### src/rtl/serial_full_subtractor_if.sv
`default_nettype none
// ---------------------------------------------------------------------------
// Module   : serial_full_subtractor_if
// Purpose  : Start/operand/result bundle for the bit-serial subtractor.
// Revision : 1.0 - initial release
// ---------------------------------------------------------------------------
interface serial_full_subtractor_if #(
  parameter int N = 8
) ();
  logic         start;
  logic [N-1:0] a;
  logic [N-1:0] b;
  logic         bin;
  logic         busy;
  logic         done;
  logic [N-1:0] diff;
  logic         bout;

  modport master (output start, a, b, bin, input busy, done, diff, bout);
  modport slave  (input start, a, b, bin, output busy, done, diff, bout);
endinterface
`default_nettype wire

### src/rtl/serial_full_subtractor.sv
`default_nettype none
// ---------------------------------------------------------------------------
// Module   : serial_full_subtractor
// Purpose  : Bit-serial N-bit subtractor (a - b - bin), LSB first, one bit
//            per clock through a single full-subtractor cell and borrow flop.
// Revision : 1.0 - initial release
// ---------------------------------------------------------------------------
module serial_full_subtractor #(
  parameter int N = 8
) (
  input  logic                     clk,
  input  logic                     rst,
  serial_full_subtractor_if.slave  bus
);

  localparam int           CW     = (N > 1) ? $clog2(N) : 1;
  localparam logic [CW-1:0] C_LAST = CW'(N - 1);
  localparam logic [CW-1:0] C_ONE  = CW'(1);

  typedef enum logic [0:0] {
    S_IDLE = 1'b0,
    S_RUN  = 1'b1
  } state_t;

  state_t        state_q, state_d;
  logic [N-1:0]  a_sr_q, a_sr_d;
  logic [N-1:0]  b_sr_q, b_sr_d;
  logic [N-1:0]  res_q, res_d;
  logic          brw_q, brw_d;
  logic [CW-1:0] cnt_q, cnt_d;
  logic [N-1:0]  diff_q, diff_d;
  logic          bout_q, bout_d;
  logic          done_q, done_d;

  // Full-subtractor cell operating on the current LSBs and the borrow flop.
  logic w_x, w_y, w_c, w_d, w_bnext;
  assign w_x     = a_sr_q[0];
  assign w_y     = b_sr_q[0];
  assign w_c     = brw_q;
  assign w_d     = w_x ^ w_y ^ w_c;
  assign w_bnext = (~w_x & w_y) | (~(w_x ^ w_y) & w_c);

  // State and datapath registers; reset clears everything including outputs.
  always_ff @(posedge clk) begin
    if (rst) begin
      state_q <= S_IDLE;
      a_sr_q  <= '0;
      b_sr_q  <= '0;
      res_q   <= '0;
      brw_q   <= 1'b0;
      cnt_q   <= '0;
      diff_q  <= '0;
      bout_q  <= 1'b0;
      done_q  <= 1'b0;
    end else begin
      state_q <= state_d;
      a_sr_q  <= a_sr_d;
      b_sr_q  <= b_sr_d;
      res_q   <= res_d;
      brw_q   <= brw_d;
      cnt_q   <= cnt_d;
      diff_q  <= diff_d;
      bout_q  <= bout_d;
      done_q  <= done_d;
    end
  end

  // Next-state logic: capture on start in IDLE, one bit per cycle in RUN,
  // publish the result only on the edge that processes the MSB.
  always_comb begin
    state_d = state_q;
    a_sr_d  = a_sr_q;
    b_sr_d  = b_sr_q;
    res_d   = res_q;
    brw_d   = brw_q;
    cnt_d   = cnt_q;
    diff_d  = diff_q;
    bout_d  = bout_q;
    done_d  = 1'b0;
    case (state_q)
      S_IDLE: begin
        if (bus.start) begin
          a_sr_d  = bus.a;
          b_sr_d  = bus.b;
          brw_d   = bus.bin;
          res_d   = '0;
          cnt_d   = '0;
          state_d = S_RUN;
        end
      end
      S_RUN: begin
        a_sr_d = {1'b0, a_sr_q[N-1:1]};
        b_sr_d = {1'b0, b_sr_q[N-1:1]};
        res_d  = {w_d, res_q[N-1:1]};
        brw_d  = w_bnext;
        cnt_d  = cnt_q + C_ONE;
        if (cnt_q == C_LAST) begin
          diff_d  = {w_d, res_q[N-1:1]};
          bout_d  = w_bnext;
          done_d  = 1'b1;
          cnt_d   = '0;
          state_d = S_IDLE;
        end
      end
      default: state_d = S_IDLE;
    endcase
  end

  assign bus.busy = (state_q == S_RUN);
  assign bus.done = done_q;
  assign bus.diff = diff_q;
  assign bus.bout = bout_q;

endmodule
`default_nettype wire
### src/flat_wrapper.sv
// flat-port wrapper written by rule: the top's interface ports become plain ports
module serial_full_subtractor_flat 
#(
  parameter int N = 8
)
  (clk, rst, bus_start, bus_a, bus_b, bus_bin, bus_busy, bus_done, bus_diff, bus_bout);
  serial_full_subtractor_if #(.N(N)) bus_i ();
  input  logic clk;
  input  logic rst;
  input wire logic [$bits(bus_i.start)-1:0] bus_start;
  input wire logic [$bits(bus_i.a)-1:0] bus_a;
  input wire logic [$bits(bus_i.b)-1:0] bus_b;
  input wire logic [$bits(bus_i.bin)-1:0] bus_bin;
  output wire logic [$bits(bus_i.busy)-1:0] bus_busy;
  output wire logic [$bits(bus_i.done)-1:0] bus_done;
  output wire logic [$bits(bus_i.diff)-1:0] bus_diff;
  output wire logic [$bits(bus_i.bout)-1:0] bus_bout;
  assign bus_i.start = bus_start;
  assign bus_i.a = bus_a;
  assign bus_i.b = bus_b;
  assign bus_i.bin = bus_bin;
  assign bus_busy = bus_i.busy;
  assign bus_done = bus_i.done;
  assign bus_diff = bus_i.diff;
  assign bus_bout = bus_i.bout;
  serial_full_subtractor #(.N(N)) u_core (.clk(clk), .rst(rst), .bus(bus_i));
endmodule
### config.mk
export PLATFORM = sky130hd
export DESIGN_NAME = serial_full_subtractor_flat
export DESIGN_NICKNAME = d
export VERILOG_FILES = /design/src/rtl/serial_full_subtractor_if.sv /design/src/rtl/serial_full_subtractor.sv /design/src/flat_wrapper.sv
export SDC_FILE = /design/constraint.sdc
export NUM_CORES = 1
export LEC_CHECK = 0
export ABC_AREA = 1
export CORE_MARGIN = 2
export CORE_UTILIZATION = 51
export DETAILED_ROUTE_END_ITERATION = 7
export PLACE_DENSITY = 0.79
export SLEW_MARGIN = 30
export SYNTH_ARGS = -nofsm -noshare
export SYNTH_HDL_FRONTEND = slang
export SYNTH_SLANG_ARGS = --single-unit
### constraint.sdc
create_clock -name clk -period 1.2 [get_ports clk]
set_input_delay 0.24 -clock clk [delete_from_list [all_inputs] [get_ports clk]]
set_output_delay 0.24 -clock clk [all_outputs]
set_load 0.02 [all_outputs]
Word-level counts from Yosys, hierarchy flattened --
Index checks and enable logic that the tools add are counted. Widths: inputs -> output; s select.
Storage, ports and cells: register bits 39, input port bits 20, output and inout port bits 11, word-level logic and storage cells 37
Cells by class: add/sub/neg operators 1, equality and inequality tests 2, mux-type cells 15, bitwise gates (word level) 8, reduce and logical (&&, ||, !) cells 2
Operators with widths (count):
- $pmux 8 s2 | 3
- $mux 8 | 3
- $mux 3 | 2
- $pmux 3 s2 | 1
- $mux 1 | 4
- $pmux 1 s2 | 2
- $add 3x1->3 const B | 1
- $eq 3x3->1 const B | 1
- $not 1->1 | 3
- $and 1x1->1 | 2
- $ne 2x2->1 const B | 1
- $reduce_and 2->1 | 1
- $reduce_or 2->1 | 1
- $xor 1x1->1 | 2
- $or 1x1->1 | 1

Depth between registers and ports, before layout --
depth in word-level cells 5, depth in mapped cells 7, gate-level depth less buffers 7

Worst setup path after synthesis --
Ideal clock, no wire load.
path kind register to register, start point register u_core.state_q (netlist: u_core.bus.busy), end point register u_core.a_sr_q[0], library setup time 0.109 ns, data arrival time 1.026 ns, data required time 1.091 ns, setup slack 0.065 ns, stages on the path, launching flop included 8, path buffers 2, period minus slack after synthesis 1.135 ns, cell sequence dfxtp_1 buf_6 inv_2 buf_6 nand3_1 nand3_1 nand2_1 inv_1
Between the ends: cells in the longest elaborated chain, start to end 2, elaborated cells between the ends (all ways) 3, those cells by class eq/ne (1); mux (1); bitwise (1)
RTL lines:
- start, declared | line serial_full_subtractor.sv:25 | state_t state_q, state_d;
- start signal, assigned | line serial_full_subtractor.sv:56 | state_q <= state_d;
- $not 1->1 | line serial_full_subtractor.sv:80 | case (state_q)
- $pmux 8 s2 / $ne 2x2->1 (equally long branches)
- end signal, assigned | line serial_full_subtractor.sv:57 | a_sr_q <= a_sr_d;
- end, declared | line serial_full_subtractor.sv:26 | logic [N-1:0] a_sr_q, a_sr_d;
Parallel ways exist; a longest one is shown, timed or not. A chain may end at the register's enable or synchronous reset.

Final worst setup path --
start point register u_core.b_sr_q[0], end point register u_core.diff_q[7] (netlist: u_core.bus.diff[7])
Between the ends: cells in the longest elaborated chain, start to end 2
RTL lines:
- start, declared | line serial_full_subtractor.sv:27 | logic [N-1:0] b_sr_q, b_sr_d;
- start signal, assigned | line serial_full_subtractor.sv:58 | b_sr_q <= b_sr_d;
- $xor 1x1->1 (2 in a row) | line serial_full_subtractor.sv:40 | assign w_d = w_x ^ w_y ^ w_c;
- named net u_core.w_d | line serial_full_subtractor.sv:36 | logic w_x, w_y, w_c, w_d, w_bnext;
- end signal, assigned | line serial_full_subtractor.sv:62 | diff_q <= diff_d;
- end, declared | line serial_full_subtractor.sv:31 | logic [N-1:0] diff_q, diff_d;
The timed path passes the listed nets, and every way through them passes these cells.

==> impl_metrics.toml <==
[setup_path]
cp_slowest_stage_delay_ps = 580
arrival_ps = 1470
crit_required_ps = 1470
critPathMaxFanout = 2
crit_family = "adder cells"
reg2reg_slack_ps = 0.4
critPathKind = "reg2reg"
crit_slowest_cell = "fa_2"
end_kind = "flop"
worst_setup_path_start_kind = "flop"
crit_chain = "inv_2, fa_2, nand2_1, a21oi_1"
critical_path_buf_inv_count = 1

[timing]
whs_ps = 452
finalCriticalPeriod_ps = 1200
fmax_mhz = 834
rsz0062_at_grt = "true"
hold_violations = 0
setup_viol = 0
finalCritPeriodShare = 1.00
max-slew-margin-rel = 0.875
slew_viol_final = 0
skew_ps = 2.80
tightest_slew_ps = 187

[logic_synthesis]
yosysSeqAreaShare = 0.468
synth.net_count = 241
syn_avg_cell_area_um2 = 7.50
synth_area_um2 = 1630
synth-seq-cells = 38
ys_warn_count = 0
netlist_instances = 217
synth_cell_types = 18

[finish]
layout.filler_cells = 308
area_growth_pct = 26.5
seqCellArea_um2 = 766
postLayoutCoreUtil = 0.674
multi_input_area_um2 = 703
stdcell_count = 299
diodes = 0
nets = 279
drive_above_1_share = 0.176
post-route-cell-area_um2 = 2060

[grt]
overflow = 0
grt_pass1_vias = 1260
antenna_found_initial = 0
grt_pass1_wl_mm = 5.31
grt_max_degree = 18
grt_usage = 0.196

[place]
numPortBuffers = 30
routabilityCongestion = 0.729
placed_cell_area_um2 = 2010
dp.cells = 290
dpl.hpwl_mm = 2.20

[clocking]
hold_buffers = 0
clk_path_buf_depth = 2
h-tree-depth = 2
cts_tree = "done"
cts.sinks = 38
cts_buffers = 5
path_clk_slew_ps = 100
clock_latency_ps = 330
root_buffer = "clkbuf_4"

[detailed_routing]
initialDrtViolationCount = 63
post_drt_wl_per_cell_um = 10.3
ant_nets = 0
first_pass_iters = 4
via_count = 1438
wl_mm = 3.07
viasPerCell = 4.81
drc = 0

[power]
power.share.clock = 0.262
p_int_uw = 1690
seqPwrFrac = 0.591
power_frac_comb = 0.146
switching_share = 0.248
switchingPower_uw = 558
powerDensity_nw_per_um2 = 1090
p_leak_uw = 0.000966
vdd_drop_max_mv = 0.672

[die]
fp.dieArea_um2 = 3660
core_area_um2 = 3050
rows = 20
initial_core_util = 0.533
fp.dieH_um = 60.5
die_w_um = 60.5
io_pins = 31

[outcome]
status = "complete, no violations"

[min_path]
hp-class = "in2reg"

[run]
drv_cap = 0
## worst reg2reg max path, cell delays in order (launching register included)
cell	delay, ps
dfxtp_2	350
inv_2	40
fa_2	580
nand2_1	60
a21oi_1	110
## state kept, by name, indices dropped and copies added (netlist names)
signal and count:
u_core.a_sr_q 8, u_core.b_sr_q 8, u_core.brw_q 1, u_core.bus.bout 1, u_core.bus.busy 1, u_core.bus.diff 8
u_core.bus.done 1, u_core.cnt_q 3, u_core.res_q 7
## through the flow
stage | total power, µW | setup WS [ps] | TNS (ps)
final | 2250 | 0.447 | 0
after global routing | 2380 | -46.2 | -70.8
after CTS | 2270 | 2.00 | 0
after detailed placement | 1670 | -186 | -3920
after global placement | 1670 | -151 | -3500
after floorplan | 1550 | 65.4 | 0
## final cells by class
class | instances | area share
Timing Repair Buffer | 44 | 0.191
Sequential cell | 38 | 0.372
Inverter | 25 | 0.0468
Multi-Input combinational cell | 141 | 0.342
Clock buffer | 7 | 0.0219
Tap cell | 44 | 0.0267
## path summary, 6_finish.rpt
path                                        from            endpoint  depth (start not counted)
worst max-delay path            u_core.b_sr_q[0]  u_core.bus.diff[7]                          4
worst min-delay path                    bus_a[7]    u_core.a_sr_q[7]                          3
worst max register to register  u_core.b_sr_q[0]  u_core.bus.diff[7]                          4
worst min register to register   u_core.res_q[1]     u_core.res_q[1]                          2
## logic make-up after synthesis
logic type               share of synthesized area
flip-flops                                   0.468
AND/OR/NAND/NOR                              0.309
AO/OA/AOI/OAI                               0.0685
adder cells (fa/ha/maj)                     0.0354
buffers and inverters                        0.119
## synthesized netlist by cell type, drive strengths merged
master  number  area, µm²
dfxtp       38        761
nand2       68        258
ha           3       37.5
nand3       40        200
inv         25       93.8
nor2         5       35.0
nor3         2       10.0
clkbuf       1       3.75
o22ai        1       6.26
buf         12       96.3
a21oi       10       50.1
fa           1       20.0
o21ai       11       55.1
## routing by layer
layer | track usage | vias to the layer above | part of all wire
li1 | - | 758 | -
met1 | 0.259 | 643 | 0.46
met2 | 0.298 | 32 | 0.49
met3 | 0.0725 | 5 | 0.041
met4 | 0.0652 | 0 | 0.012
met5 | 0 | - | 0
## power groups by stage
stage               logic (µW)  registers (µW)  clock network, µW
detailed placement         318            1360                  0
global placement           313            1360                  0
floorplan                  191            1350                  0
global route               370            1340                679
CTS                        323            1330                617
finish                     329            1330                590
## cells in the final DEF, fill, tap and decap left out
cell,count
nor2_8,1
buf_12,3
clkbuf_1,2
clkdlybuf4s50_1,19
ha_2,1
inv_2,3
clkbuf_2,1
nand3_1,39
nand2_1,67
o21ai_1,2
dfxtp_1,34
o21ai_0,9
nand3_2,1
dfxtp_2,4
nor3_1,2
ha_4,1
a21oi_2,1
buf_4,8
inv_4,1
fa_2,1
nand2_4,1
clkbuf_4,5
inv_1,21
a21oi_1,9
o22ai_1,1
ha_1,1
buf_2,11
nor2_1,4
buf_6,2
## repair_timing
| item | 4_1_cts | 5_1_grt |
|---|---|---|
| gates cloned | 0 | 1 |
| setup endpoints to repair | 18 | 38 |
| setup buffers | 1 | 0 |
| pin swaps | 1 | 3 |
| gates resized for setup | 36 | 27 |
Power figures use the tool's default switching activity.
